File: config.mk
export PLATFORM = sky130hd
export DESIGN_NAME = ibuf_mc_fifo_flat
export DESIGN_NICKNAME = d
export VERILOG_FILES = /design/src/rtl/ibuf_mc_fifo_pkg.sv /design/src/rtl/ibuf_mc_fifo_if.sv /design/src/rtl/ibuf_mc_fifo_ram.sv /design/src/rtl/ibuf_mc_fifo.sv /design/src/flat_wrapper.sv
export SDC_FILE = /design/constraint.sdc
export NUM_CORES = 1
export LEC_CHECK = 0
export BUFFER_PORTS_ARGS = -buffer_cell sky130_fd_sc_hd__buf_2
export CAP_MARGIN = 20
export CORE_MARGIN = 2
export CORE_UTILIZATION = 40
export DETAILED_ROUTE_END_ITERATION = 10
export GPL_TIMING_DRIVEN = 1
export MAX_ROUTING_LAYER = met4
export REMOVE_ABC_BUFFERS = 1
export SYNTH_ARGS = -nofsm -noshare
export SYNTH_HDL_FRONTEND = slang
export SYNTH_HIERARCHICAL = 1
export SYNTH_SLANG_ARGS = --single-unit
File: constraint.sdc
create_clock -name clk -period 4.98 [get_ports clk]
set_input_delay 0.498 -clock clk [delete_from_list [all_inputs] [get_ports clk]]
set_output_delay 0.498 -clock clk [all_outputs]
set_load 0.02 [all_outputs]
File: src/rtl/ibuf_mc_fifo_pkg.sv
// Shared router parameters: payload width, direction bit indices, and
// the helpers used by the multicast input buffer.
`ifndef IBUF_MC_FIFO_DEFS
`define IBUF_MC_FIFO_DEFS
`define PKT_W 32
`define DIR_N 0
`define DIR_S 1
`define DIR_E 2
`define DIR_W 3
`define DIR_B 4
`endif

package ibuf_mc_fifo_pkg;

    localparam int DIR_CNT = 5;

    typedef enum logic [2:0] {
        DIR_IDX_N = 3'(`DIR_N),
        DIR_IDX_S = 3'(`DIR_S),
        DIR_IDX_E = 3'(`DIR_E),
        DIR_IDX_W = 3'(`DIR_W),
        DIR_IDX_B = 3'(`DIR_B)
    } dir_e;

    function automatic logic [DIR_CNT-1:0] dir_bit(input dir_e d);
        logic [DIR_CNT-1:0] m;
        m = '0;
        m[d] = 1'b1;
        return m;
    endfunction

endpackage

File: src/rtl/ibuf_mc_fifo_if.sv
// Handshake bundle between the link receiver, the input buffer and the
// per-output crossbar arbiters.
interface ibuf_mc_fifo_if
    import ibuf_mc_fifo_pkg::*;
#(
    parameter int PYLD_W = `PKT_W,
    parameter int NDIR   = DIR_CNT,
    parameter int DEPTH  = 4,
    parameter int CNT_W  = 8
);
    localparam int OCC_W = $clog2(DEPTH) + 1;

    logic              ibuf_vld;
    logic              ibuf_rdy;
    logic [NDIR-1:0]   route_req;
    logic [PYLD_W-1:0] payload_i;
    logic [NDIR-1:0]   arb_req;
    logic [NDIR-1:0]   arb_gnt;
    logic [NDIR-1:0]   obuf_rdy;
    logic [PYLD_W-1:0] payload_o;
    logic [OCC_W-1:0]  occ;
    logic [CNT_W-1:0]  drop_cnt;

    modport slave (
        input  ibuf_vld, route_req, payload_i, arb_gnt, obuf_rdy,
        output ibuf_rdy, arb_req, payload_o, occ, drop_cnt
    );

    modport master (
        output ibuf_vld, route_req, payload_i, arb_gnt, obuf_rdy,
        input  ibuf_rdy, arb_req, payload_o, occ, drop_cnt
    );
endinterface

File: src/rtl/ibuf_mc_fifo_ram.sv
// Entry storage for the input buffer: one write port, asynchronous read of
// the head payload plus the route mask of the entry behind the head.
module ibuf_ram
    import ibuf_mc_fifo_pkg::*;
#(
    parameter int DEPTH  = 4,
    parameter int NDIR   = DIR_CNT,
    parameter int PYLD_W = `PKT_W,
    localparam int AW    = $clog2(DEPTH)
) (
    input  logic              clk,
    input  logic              we_i,
    input  logic [AW-1:0]     waddr_i,
    input  logic [NDIR-1:0]   wroute_i,
    input  logic [PYLD_W-1:0] wpyld_i,
    input  logic [AW-1:0]     raddr_i,
    output logic [PYLD_W-1:0] rpyld_o,
    output logic [NDIR-1:0]   nxt_route_o
);
    localparam int W = NDIR + PYLD_W;

    logic [W-1:0]  mem_q [DEPTH];
    logic [AW-1:0] nxt_addr;

    always_ff @(posedge clk) begin
        if (we_i) begin
            mem_q[waddr_i] <= {wroute_i, wpyld_i};
        end
    end

    // The successor's route lets the head mask reload on the pop edge itself.
    assign nxt_addr    = raddr_i + AW'(1);
    assign rpyld_o     = mem_q[raddr_i][PYLD_W-1:0];
    assign nxt_route_o = mem_q[nxt_addr][W-1:PYLD_W];
endmodule

File: src/rtl/ibuf_mc_fifo.sv
// Multi-entry router input buffer: holds packets with their direction masks
// and releases the head only after every requested direction is served.
module ibuf_mc_fifo
    import ibuf_mc_fifo_pkg::*;
#(
    parameter int PYLD_W = `PKT_W,
    parameter int NDIR   = DIR_CNT,
    parameter int DEPTH  = 4,
    parameter int CNT_W  = 8
) (
    input  logic          clk,
    input  logic          rst_n,
    ibuf_mc_fifo_if.slave bus
);
    localparam int AW = $clog2(DEPTH);
    localparam int OW = AW + 1;

    logic [AW-1:0]     wr_ptr_q, wr_ptr_d;
    logic [AW-1:0]     rd_ptr_q, rd_ptr_d;
    logic [OW-1:0]     occ_q, occ_d;
    logic [NDIR-1:0]   hd_mask_q, hd_mask_d;
    logic [CNT_W-1:0]  drop_cnt_q, drop_cnt_d;
    logic [PYLD_W-1:0] last_pl_q, last_pl_d;

    logic              empty, accept, push, drop, pop;
    logic [NDIR-1:0]   clr, rem, nxt_route;
    logic [PYLD_W-1:0] rd_pyld;

    function automatic logic [CNT_W-1:0] sat_inc(input logic [CNT_W-1:0] v);
        return (v == {CNT_W{1'b1}}) ? v : v + CNT_W'(1);
    endfunction

    ibuf_ram #(
        .DEPTH (DEPTH),
        .NDIR  (NDIR),
        .PYLD_W(PYLD_W)
    ) u_ram (
        .clk        (clk),
        .we_i       (push),
        .waddr_i    (wr_ptr_q),
        .wroute_i   (bus.route_req),
        .wpyld_i    (bus.payload_i),
        .raddr_i    (rd_ptr_q),
        .rpyld_o    (rd_pyld),
        .nxt_route_o(nxt_route)
    );

    // Ready comes from the occupancy register only, so a full buffer refuses
    // a push even in a cycle where the head pops.
    assign empty        = (occ_q == '0);
    assign bus.ibuf_rdy = (occ_q != OW'(DEPTH));
    assign accept       = bus.ibuf_vld & bus.ibuf_rdy;
    assign push         = accept & (|bus.route_req);
    assign drop         = accept & ~(|bus.route_req);

    assign bus.arb_req  = empty ? '0 : hd_mask_q;
    assign clr          = bus.arb_gnt & bus.obuf_rdy & bus.arb_req;
    assign rem          = hd_mask_q & ~clr;
    assign pop          = !empty && (rem == '0);

    assign bus.payload_o = empty ? last_pl_q : rd_pyld;
    assign bus.occ       = occ_q;
    assign bus.drop_cnt  = drop_cnt_q;

    always_comb begin
        hd_mask_d  = rem;
        occ_d      = occ_q;
        wr_ptr_d   = wr_ptr_q;
        rd_ptr_d   = rd_ptr_q;
        drop_cnt_d = drop_cnt_q;
        last_pl_d  = empty ? last_pl_q : rd_pyld;

        // On pop the mask reloads from whichever entry becomes head.
        if (pop) begin
            rd_ptr_d = rd_ptr_q + AW'(1);
            if (occ_q >= OW'(2)) begin
                hd_mask_d = nxt_route;
            end else if (push) begin
                hd_mask_d = bus.route_req;
            end else begin
                hd_mask_d = '0;
            end
        end else if (empty && push) begin
            hd_mask_d = bus.route_req;
        end

        if (push) begin
            wr_ptr_d = wr_ptr_q + AW'(1);
        end
        if (push && !pop) begin
            occ_d = occ_q + OW'(1);
        end else if (!push && pop) begin
            occ_d = occ_q - OW'(1);
        end

        if (drop) begin
            drop_cnt_d = sat_inc(drop_cnt_q);
        end
    end

    always_ff @(posedge clk or negedge rst_n) begin
        if (!rst_n) begin
            wr_ptr_q   <= '0;
            rd_ptr_q   <= '0;
            occ_q      <= '0;
            hd_mask_q  <= '0;
            drop_cnt_q <= '0;
            last_pl_q  <= '0;
        end else begin
            wr_ptr_q   <= wr_ptr_d;
            rd_ptr_q   <= rd_ptr_d;
            occ_q      <= occ_d;
            hd_mask_q  <= hd_mask_d;
            drop_cnt_q <= drop_cnt_d;
            last_pl_q  <= last_pl_d;
        end
    end
endmodule

File: src/flat_wrapper.sv
// flat-port wrapper written by rule: the top's interface ports become plain ports
module ibuf_mc_fifo_flat import ibuf_mc_fifo_pkg::*;
#(
    parameter int PYLD_W = `PKT_W,
    parameter int NDIR   = DIR_CNT,
    parameter int DEPTH  = 4,
    parameter int CNT_W  = 8
)
  (clk, rst_n, bus_ibuf_vld, bus_route_req, bus_payload_i, bus_arb_gnt, bus_obuf_rdy, bus_ibuf_rdy, bus_arb_req, bus_payload_o, bus_occ, bus_drop_cnt);
  ibuf_mc_fifo_if #(.PYLD_W(PYLD_W), .NDIR(NDIR), .DEPTH(DEPTH), .CNT_W(CNT_W)) bus_i ();
  input  logic clk;
  input  logic rst_n;
  input wire logic [$bits(bus_i.ibuf_vld)-1:0] bus_ibuf_vld;
  input wire logic [$bits(bus_i.route_req)-1:0] bus_route_req;
  input wire logic [$bits(bus_i.payload_i)-1:0] bus_payload_i;
  input wire logic [$bits(bus_i.arb_gnt)-1:0] bus_arb_gnt;
  input wire logic [$bits(bus_i.obuf_rdy)-1:0] bus_obuf_rdy;
  output wire logic [$bits(bus_i.ibuf_rdy)-1:0] bus_ibuf_rdy;
  output wire logic [$bits(bus_i.arb_req)-1:0] bus_arb_req;
  output wire logic [$bits(bus_i.payload_o)-1:0] bus_payload_o;
  output wire logic [$bits(bus_i.occ)-1:0] bus_occ;
  output wire logic [$bits(bus_i.drop_cnt)-1:0] bus_drop_cnt;
  assign bus_i.ibuf_vld = bus_ibuf_vld;
  assign bus_i.route_req = bus_route_req;
  assign bus_i.payload_i = bus_payload_i;
  assign bus_i.arb_gnt = bus_arb_gnt;
  assign bus_i.obuf_rdy = bus_obuf_rdy;
  assign bus_ibuf_rdy = bus_i.ibuf_rdy;
  assign bus_arb_req = bus_i.arb_req;
  assign bus_payload_o = bus_i.payload_o;
  assign bus_occ = bus_i.occ;
  assign bus_drop_cnt = bus_i.drop_cnt;
  ibuf_mc_fifo #(.PYLD_W(PYLD_W), .NDIR(NDIR), .DEPTH(DEPTH), .CNT_W(CNT_W)) u_core (.clk(clk), .rst_n(rst_n), .bus(bus_i));
endmodule
== Word level (Yosys, flattened, before mapping) ==
Memory sizes are Yosys's and may differ from the RTL's.
Cells that the tools add are included.

* Add/subtract/negate cells: 5
* Order comparisons: 1
* Equality and inequality tests: 2
* Multiplexer cells: 10
* Bitwise gates (word level): 9
* Reductions and logical operators: 12

{| class="wikitable"
|+ Operators by type and width
! operator !! number
|-
| $mux 32 || 1
|-
| $mux 5 || 5
|-
| $and 5x5->5 || 3
|-
| $add 8x1->8 const B || 1
|-
| $eq 8x8->1 const B || 1
|-
| $mux 3 || 2
|-
| $logic_not 5->1 || 1
|-
| $not 5->5 || 1
|-
| $reduce_or 5->1 || 1
|-
| $add 2x1->2 const B || 2
|-
| $logic_and 1x1->1 || 4
|-
| $add 3x1->3 const B || 1
|-
| $and 1x1->1 || 3
|-
| $ge 3x2->1 const B || 1
|-
| $logic_not 1->1 || 3
|-
| $logic_not 3->1 || 1
|-
| $ne 3x3->1 const B || 1
|-
| $sub 3x1->3 const B || 1
|-
| $mux 1 || 2
|-
| $not 1->1 || 2
|-
| $reduce_and 2->1 || 1
|-
| $reduce_bool 2->1 || 1
|}

* Register bits: 52
* RAM bits: 148
* Bits of input ports: 50
* Output and inout bits: 49
* Word-level logic and storage cells: 46
* Memories: 1

{| class="wikitable"
|+ Memories
! memory !! depth !! width !! read ports !! clocked after memory_dff !! write ports !! line !! source
|-
| u_core.u_ram.mem_q || 4 || 37 || 2 || 0 || 1 || ibuf_mc_fifo_ram.sv:22 || <nowiki>logic [W-1:0] mem_q [DEPTH];</nowiki>
|}

== Logic depth before layout (Yosys ltp) ==
* Word-level depth: 10
* Depth in mapped cells: 11
* Mapped depth without buffers: 10

== Hierarchy ==
The synthesis kept the hierarchy.

{| class="wikitable"
|+ Modules (own cells, without submodules)
! module !! instances !! cells an instance !! area each (sq um) !! seq. area each (sq um)
|-
| ibuf_ram || 1 || 197 || 5417.7 || 4444.3
|-
| ibuf_mc_fifo || 1 || 233 || 2263.4 || 1301.2
|}

== Least setup slack after synthesis ==
No wires, ideal clock.

* Path type: register to register
* Start: register u_core.occ_q[0], in the netlist u_core/bus.occ[0]
* End: memory u_core/u_ram/mem_q[0][0] in the netlist's numbering, enable pin
* Setup time: 0.485 ns
* Data arrival time: 4.102 ns
* Data required time: 4.495 ns
* Slack: 0.393 ns
* Cell stages (with the launch flop): 5
* Buffers on the path: 0
* Period minus slack after synthesis: 4.587 ns
* Cell sequence: dfrtp_1 > or3b_1 > nand2_1 > a21oi_1 > nor3b_1

* Word-level cells in the longest chain between the ends: 5

{| class="wikitable"
|+ RTL lines
! element !! line !! source
|-
| from (decl) || ibuf_mc_fifo.sv:20 || <nowiki>logic [OW-1:0] occ_q, occ_d;</nowiki>
|-
| from (signal assigned) || ibuf_mc_fifo.sv:105 || <nowiki>occ_q <= '0;</nowiki>
|-
| from (signal assigned) || ibuf_mc_fifo.sv:112 || <nowiki>occ_q <= occ_d;</nowiki>
|-
| $ne 3x3->1 || ibuf_mc_fifo.sv:51 || <nowiki>assign bus.ibuf_rdy = (occ_q != OW'(DEPTH));</nowiki>
|-
| named net bus_ibuf_rdy || flat_wrapper.sv:18 || <nowiki>output wire logic [$bits(bus_i.ibuf_rdy)-1:0] bus_ibuf_rdy;</nowiki>
|-
| $and 1x1->1 || ibuf_mc_fifo.sv:52 || <nowiki>assign accept = bus.ibuf_vld & bus.ibuf_rdy;</nowiki>
|-
| $and 1x1->1 || ibuf_mc_fifo.sv:53 || <nowiki>assign push = accept & (|bus.route_req);</nowiki>
|-
| named net u_core.push || ibuf_mc_fifo.sv:25 || <nowiki>logic empty, accept, push, drop, pop;</nowiki>
|-
| $mux 1 || ibuf_mc_fifo_ram.sv:26 || <nowiki>if (we_i) begin</nowiki>
|-
| $mux 1 (implied by the code) || ibuf_mc_fifo_ram.sv:27 || <nowiki>mem_q[waddr_i] <= {wroute_i, wpyld_i};</nowiki>
|-
| to (decl) || ibuf_mc_fifo_ram.sv:22 ||
|}

The timed path passes the listed nets, and every way through them passes these cells.

== Final worst setup path ==
* Start: register u_core.rd_ptr_q[0]
* End: output bus_payload_o[7]

* Word-level cells in the longest chain between the ends: 2

{| class="wikitable"
|+ RTL lines
! element !! line !! source
|-
| from (decl) || ibuf_mc_fifo.sv:19 || <nowiki>logic [AW-1:0] rd_ptr_q, rd_ptr_d;</nowiki>
|-
| from (signal assigned) || ibuf_mc_fifo.sv:111 || <nowiki>rd_ptr_q <= rd_ptr_d;</nowiki>
|-
| $mem_v2 4x37 || n/a ||
|-
| named net u_core.rd_pyld[7] || ibuf_mc_fifo.sv:27 || <nowiki>logic [PYLD_W-1:0] rd_pyld;</nowiki>
|-
| $mux 32 || ibuf_mc_fifo.sv:61 || <nowiki>assign bus.payload_o = empty ? last_pl_q : rd_pyld;</nowiki>
|-
| to (decl) || flat_wrapper.sv:20 || <nowiki>output wire logic [$bits(bus_i.payload_o)-1:0] bus_payload_o;</nowiki>
|}

The timed path passes the listed nets, and every way through them passes these cells.

==> impl_table.tex <==
\begin{tabular}{lr}
\hline
Metric & Value \\
\hline
\multicolumn{2}{l}{\textbf{Timing}} \\
\quad Maximum clock rate & 310 MHz \\
\quad Setup repair after global routing missed its margin & no \\
\quad Final critical delay including setup and external delays & approximately 3.2 ns \\
\quad Worst-Margin Slew & roughly 1.1 ns \\
\quad Clock tree skew after final layout & 0.0102 ns \\
\quad Final setup violation count & 0 \\
\quad Total count of max-transition violations in the final report & 0 \\
\quad Worst Setup Slack, final & roughly 1.8 ns \\
\quad Final cycle utilization of the critical path & 64.8\% \\
\quad Slew HR & around 28\% \\
\quad Final number of hold-violating endpoints & 0 \\
\quad Post-Route Setup TNS & 0 ns \\
\quad Worst hold margin & $\sim$0.22 ns \\
\multicolumn{2}{l}{\textbf{Power and ir drop}} \\
\quad Switching power summed over all nets & between 1.5 and 2 mW \\
\quad Switching Fraction & between 30\% and 40\% \\
\quad Design internal power & 3.71 mW \\
\quad Combinational share of power & between 30 and 40\% \\
\quad Clock network fraction of total power & 22.3\% \\
\quad Post-layout total power & 5.68 mW \\
\quad Leakage component of the power & between 3 and 4 nW \\
\quad Peak ir drop on the vdd network & about 340 uV \\
\quad Share of power burned in registers & roughly 45\% \\
\quad Power density normalized to cell area & approximately 640 nW/um\^{}2 \\
\multicolumn{2}{l}{\textbf{Placed design}} \\
\quad Cell area after placement & roughly 8400 um\^{}2 \\
\quad Final GP Congestion & 0.780 \\
\quad Total half-perimeter wirelength after legalization and detailed placement & about 9000 um \\
\quad Post-placement cell count & 750 \\
\quad Post-placement setup slack & about 1.8 ns \\
\quad Number of I/O port buffers & 98 \\
\multicolumn{2}{l}{\textbf{Floorplan}} \\
\quad Initial core utilization & about two fifths \\
\quad Overall die width & approximately 140 um \\
\quad Site Rows & 50 \\
\quad Count of boundary I/O pins & 99 \\
\quad Floorplan core area & between 15000 and 20000 um\^{}2 \\
\quad Height of the die & between 100 and 150 um \\
\quad Die outline area & 20300 um\^{}2 \\
\multicolumn{2}{l}{\textbf{Setup path}} \\
\quad Data required time at the worst endpoint & approximately 4.5 ns \\
\quad Highest fanout seen on the critical path & 28 \\
\quad Worst Path Arrival & around 2.7 ns \\
\quad Register-to-Register Path Depth & 10 \\
\quad RR Startpoint & u\_core/bus.occ[2] \\
\quad CP Capture Type & primary output \\
\quad Critical path class & reg2out \\
\quad Critical Path End & bus\_payload\_o[7] \\
\quad Register-to-Register Setup Slack & approximately 1.8 ns \\
\quad Startpoint of the most critical setup path & u\_core/rd\_ptr\_q[0] \\
\quad Category of the worst setup path launch point & register \\
\quad Endpoint of the worst-slack reg-to-reg timing path & u\_core/bus.occ[2] \\
\multicolumn{2}{l}{\textbf{Finish}} \\
\quad Count of placed standard cells in the final layout, fillers left out & 782 \\
\quad Final cell utilization of the core & between 40\% and 50\% \\
\quad Synth-to-layout area growth & 16.3\% \\
\quad Fill cell instance count of the final layout & around 1600 \\
\quad Post-route standard cell area excluding fillers & about 8900 um\^{}2 \\
\quad Fraction of layout cells with a size suffix above 1 & between 30\% and 40\% \\
\quad Net count reported at finish & slightly below 600 \\
\multicolumn{2}{l}{\textbf{CTS}} \\
\quad Clock slew at reported path FFs & $\sim$0.070 ns \\
\quad Hold-fix buffer count after cts & 0 \\
\quad Number of levels the H-tree was split into & 4 \\
\quad CTS tree & done \\
\quad Clock buffer count from CTS & 17 \\
\quad Root cell of the clock tree & clkbuf\_16 \\
\quad Skew-Pair Late Insertion Delay & 0.43 ns \\
\quad Clk buf depth & 2 \\
\quad Clk sink count & 200 \\
\quad Cells resized by post-CTS repair & 0 \\
\quad Setup Fix Bufs, Post-CTS & 0 \\
\multicolumn{2}{l}{\textbf{Synthesis}} \\
\quad Number of storage elements in the synthesis netlist & 200 \\
\quad Warnings from Yosys & 6 \\
\quad Dominant register cell in the synthesized netlist & edfxtp\_1 \\
\quad Cell type contributing the most total cell area after synthesis & edfxtp\_1 \\
\quad Distinct cell type count of the synthesized netlist & 38 \\
\quad Leading post-synthesis cells by cell area & edfxtp\_1 (58\%), dfrtp\_1 (17\%), mux4\_2 (9.1\%) \\
\quad Mean instance size in the synthesized netlist & around 18 um\^{}2 \\
\quad Most common cell in the synthesized netlist & edfxtp\_1 \\
\quad Post-synthesis instance total & 430 \\
\quad EDFF count, synth & 148 \\
\quad Area share of the leading cell type in the synthesized netlist & 57.9\% \\
\quad Sequential area share after synthesis & roughly 75\% \\
\quad Share of flip-flops with an asynchronous set or reset after synthesis & between 20\% and 30\% \\
\quad Synth cell count leaders & edfxtp\_1 (148), nand2\_1 (107), dfrtp\_1 (52), mux4\_2 (31), xnor2\_1 (10) \\
\quad Netlist area before placement & 7680 um\^{}2 \\
\multicolumn{2}{l}{\textbf{Route}} \\
\quad Detailed router's first-iteration violation count & 279 \\
\quad DR vias/cell & between 5 and 6 \\
\quad \# DRC & 0 \\
\quad Vias after detailed routing & about 4000 \\
\quad Average wire per cell in the routed design & between 15 and 20 um \\
\quad Total wirelength of the detailed-routed design & between 10000 and 15000 um \\
\quad Number of iterations in the first detailed-routing pass & 4 \\
\quad Number of routed nets with antenna violations & 0 \\
\multicolumn{2}{l}{\textbf{Global route}} \\
\quad Vias in the first global route & $\sim$4200 \\
\quad Pin count of the biggest net entering global routing & 53 \\
\quad Initial antenna violation count & 1 \\
\quad Global-route wire length before repair & 23400 um \\
\quad Total grt overflow & 0 \\
\quad Total routing usage reported by global routing & roughly 16\% \\
\multicolumn{2}{l}{\textbf{Job}} \\
\quad Max-cap check violation count & 0 \\
\multicolumn{2}{l}{\textbf{Status}} \\
\quad Result of the run & completed \\
\multicolumn{2}{l}{\textbf{Hold path}} \\
\quad Min-Delay Path Class & in2async \\
\hline
\end{tabular}
-- registers in the layout (all words and copies together), names as in the netlist --
signal and count:
u_core/rd_ptr_q 2, u_core/u_ram/mem_q 148, u_core/bus.drop_cnt 8, u_core/last_pl_q 32, u_core/hd_mask_q 5, u_core/bus.occ 3, u_core/wr_ptr_q 2
-- cells in the final DEF, fill, tap and decap left out, types with 2 or more instances in the layout --
cell type,synthesis,layout
mux4_2,31,31
clkinvlp_4,0,2
a221o_1,5,5
nor2_1,8,8
and3b_2,0,2
clkinv_2,0,4
a21oi_1,2,2
inv_1,2,2
ha_1,2,2
and3_4,3,3
o21ai_2,2,2
edfxtp_1,148,148
buf_2,5,98
buf_4,1,5
dfrtp_1,52,50
and2_1,5,5
xnor2_1,10,10
clkbuf_16,0,17
and3_1,4,3
xor2_1,4,4
o21ai_1,2,2
nand2_1,107,107
nand4_1,4,4
mux4_1,6,6
clkbuf_1,7,3
inv_6,0,3
nand3_1,2,2
dfrtp_2,0,2
-- power groups by stage --
stage | clock network [mW] | registers (mW) | logic (mW)
after floorplan | 0 | 2.52 | 1.27
after global placement | 0 | 2.56 | 1.89
after detailed placement | 0 | 2.58 | 1.91
after CTS | 1.30 | 2.55 | 1.92
after global routing | 1.36 | 2.59 | 2.06
final | 1.27 | 2.53 | 1.88
-- per-layer routing --
metal	GRT usage (%)	part of all wire, %	wire length [um]
met1	19.8	43	6400
met2	26.3	51	7610
met3	3.97	4.2	616
met4	5.37	1.3	200
met5	-	0	0
-- layout make-up --
class	instances	area [um^2]	area share, %
tap	234	293	3.28
multi-input combinational	211	1820	20.4
sequential	200	5750	64.3
inverter	2	7.51	0.0840
clock inverter	11	100	1.12
timing repair buffer	103	528	5.91
antenna	1	2.50	0.0280
clock buffer	20	437	4.89
-- how the worst min path moves through the flow --
stage,startpoint,end,depth (start not counted)
after detailed placement,u_core/last_pl_q[14],u_core/last_pl_q[14],2
after global routing,bus_payload_i[26],u_core/u_ram/mem_q[3][26],1
after global placement,u_core/last_pl_q[24],u_core/last_pl_q[24],2
after floorplan,rst_n,u_core/bus.drop_cnt[0],0
final,rst_n,u_core/last_pl_q[17],2
after CTS,rst_n,u_core/last_pl_q[17],2
-- critical path, stage by stage, from the launching register on --
cell	delay, ns
dfrtp_2	1.00
buf_4	0.40
mux4_2	0.54
nand2_1	0.08
nand2_1	0.09
buf_2	0.16
-- cell families (layout without fill, tap and decap cells) --
family	Yosys count	after routing	share of synthesized area, %
AND/OR/NAND/NOR	141	141	8.08
other	0	1	0
XOR/XNOR	14	14	1.60
multiplexers	39	39	11.4
buffers and inverters	19	136	1.73
flip-flops	200	200	74.8
AO/OA/AOI/OAI	14	14	1.78
adder cells (fa/ha/maj)	3	3	0.586
(Power assumes the default switching activity.)
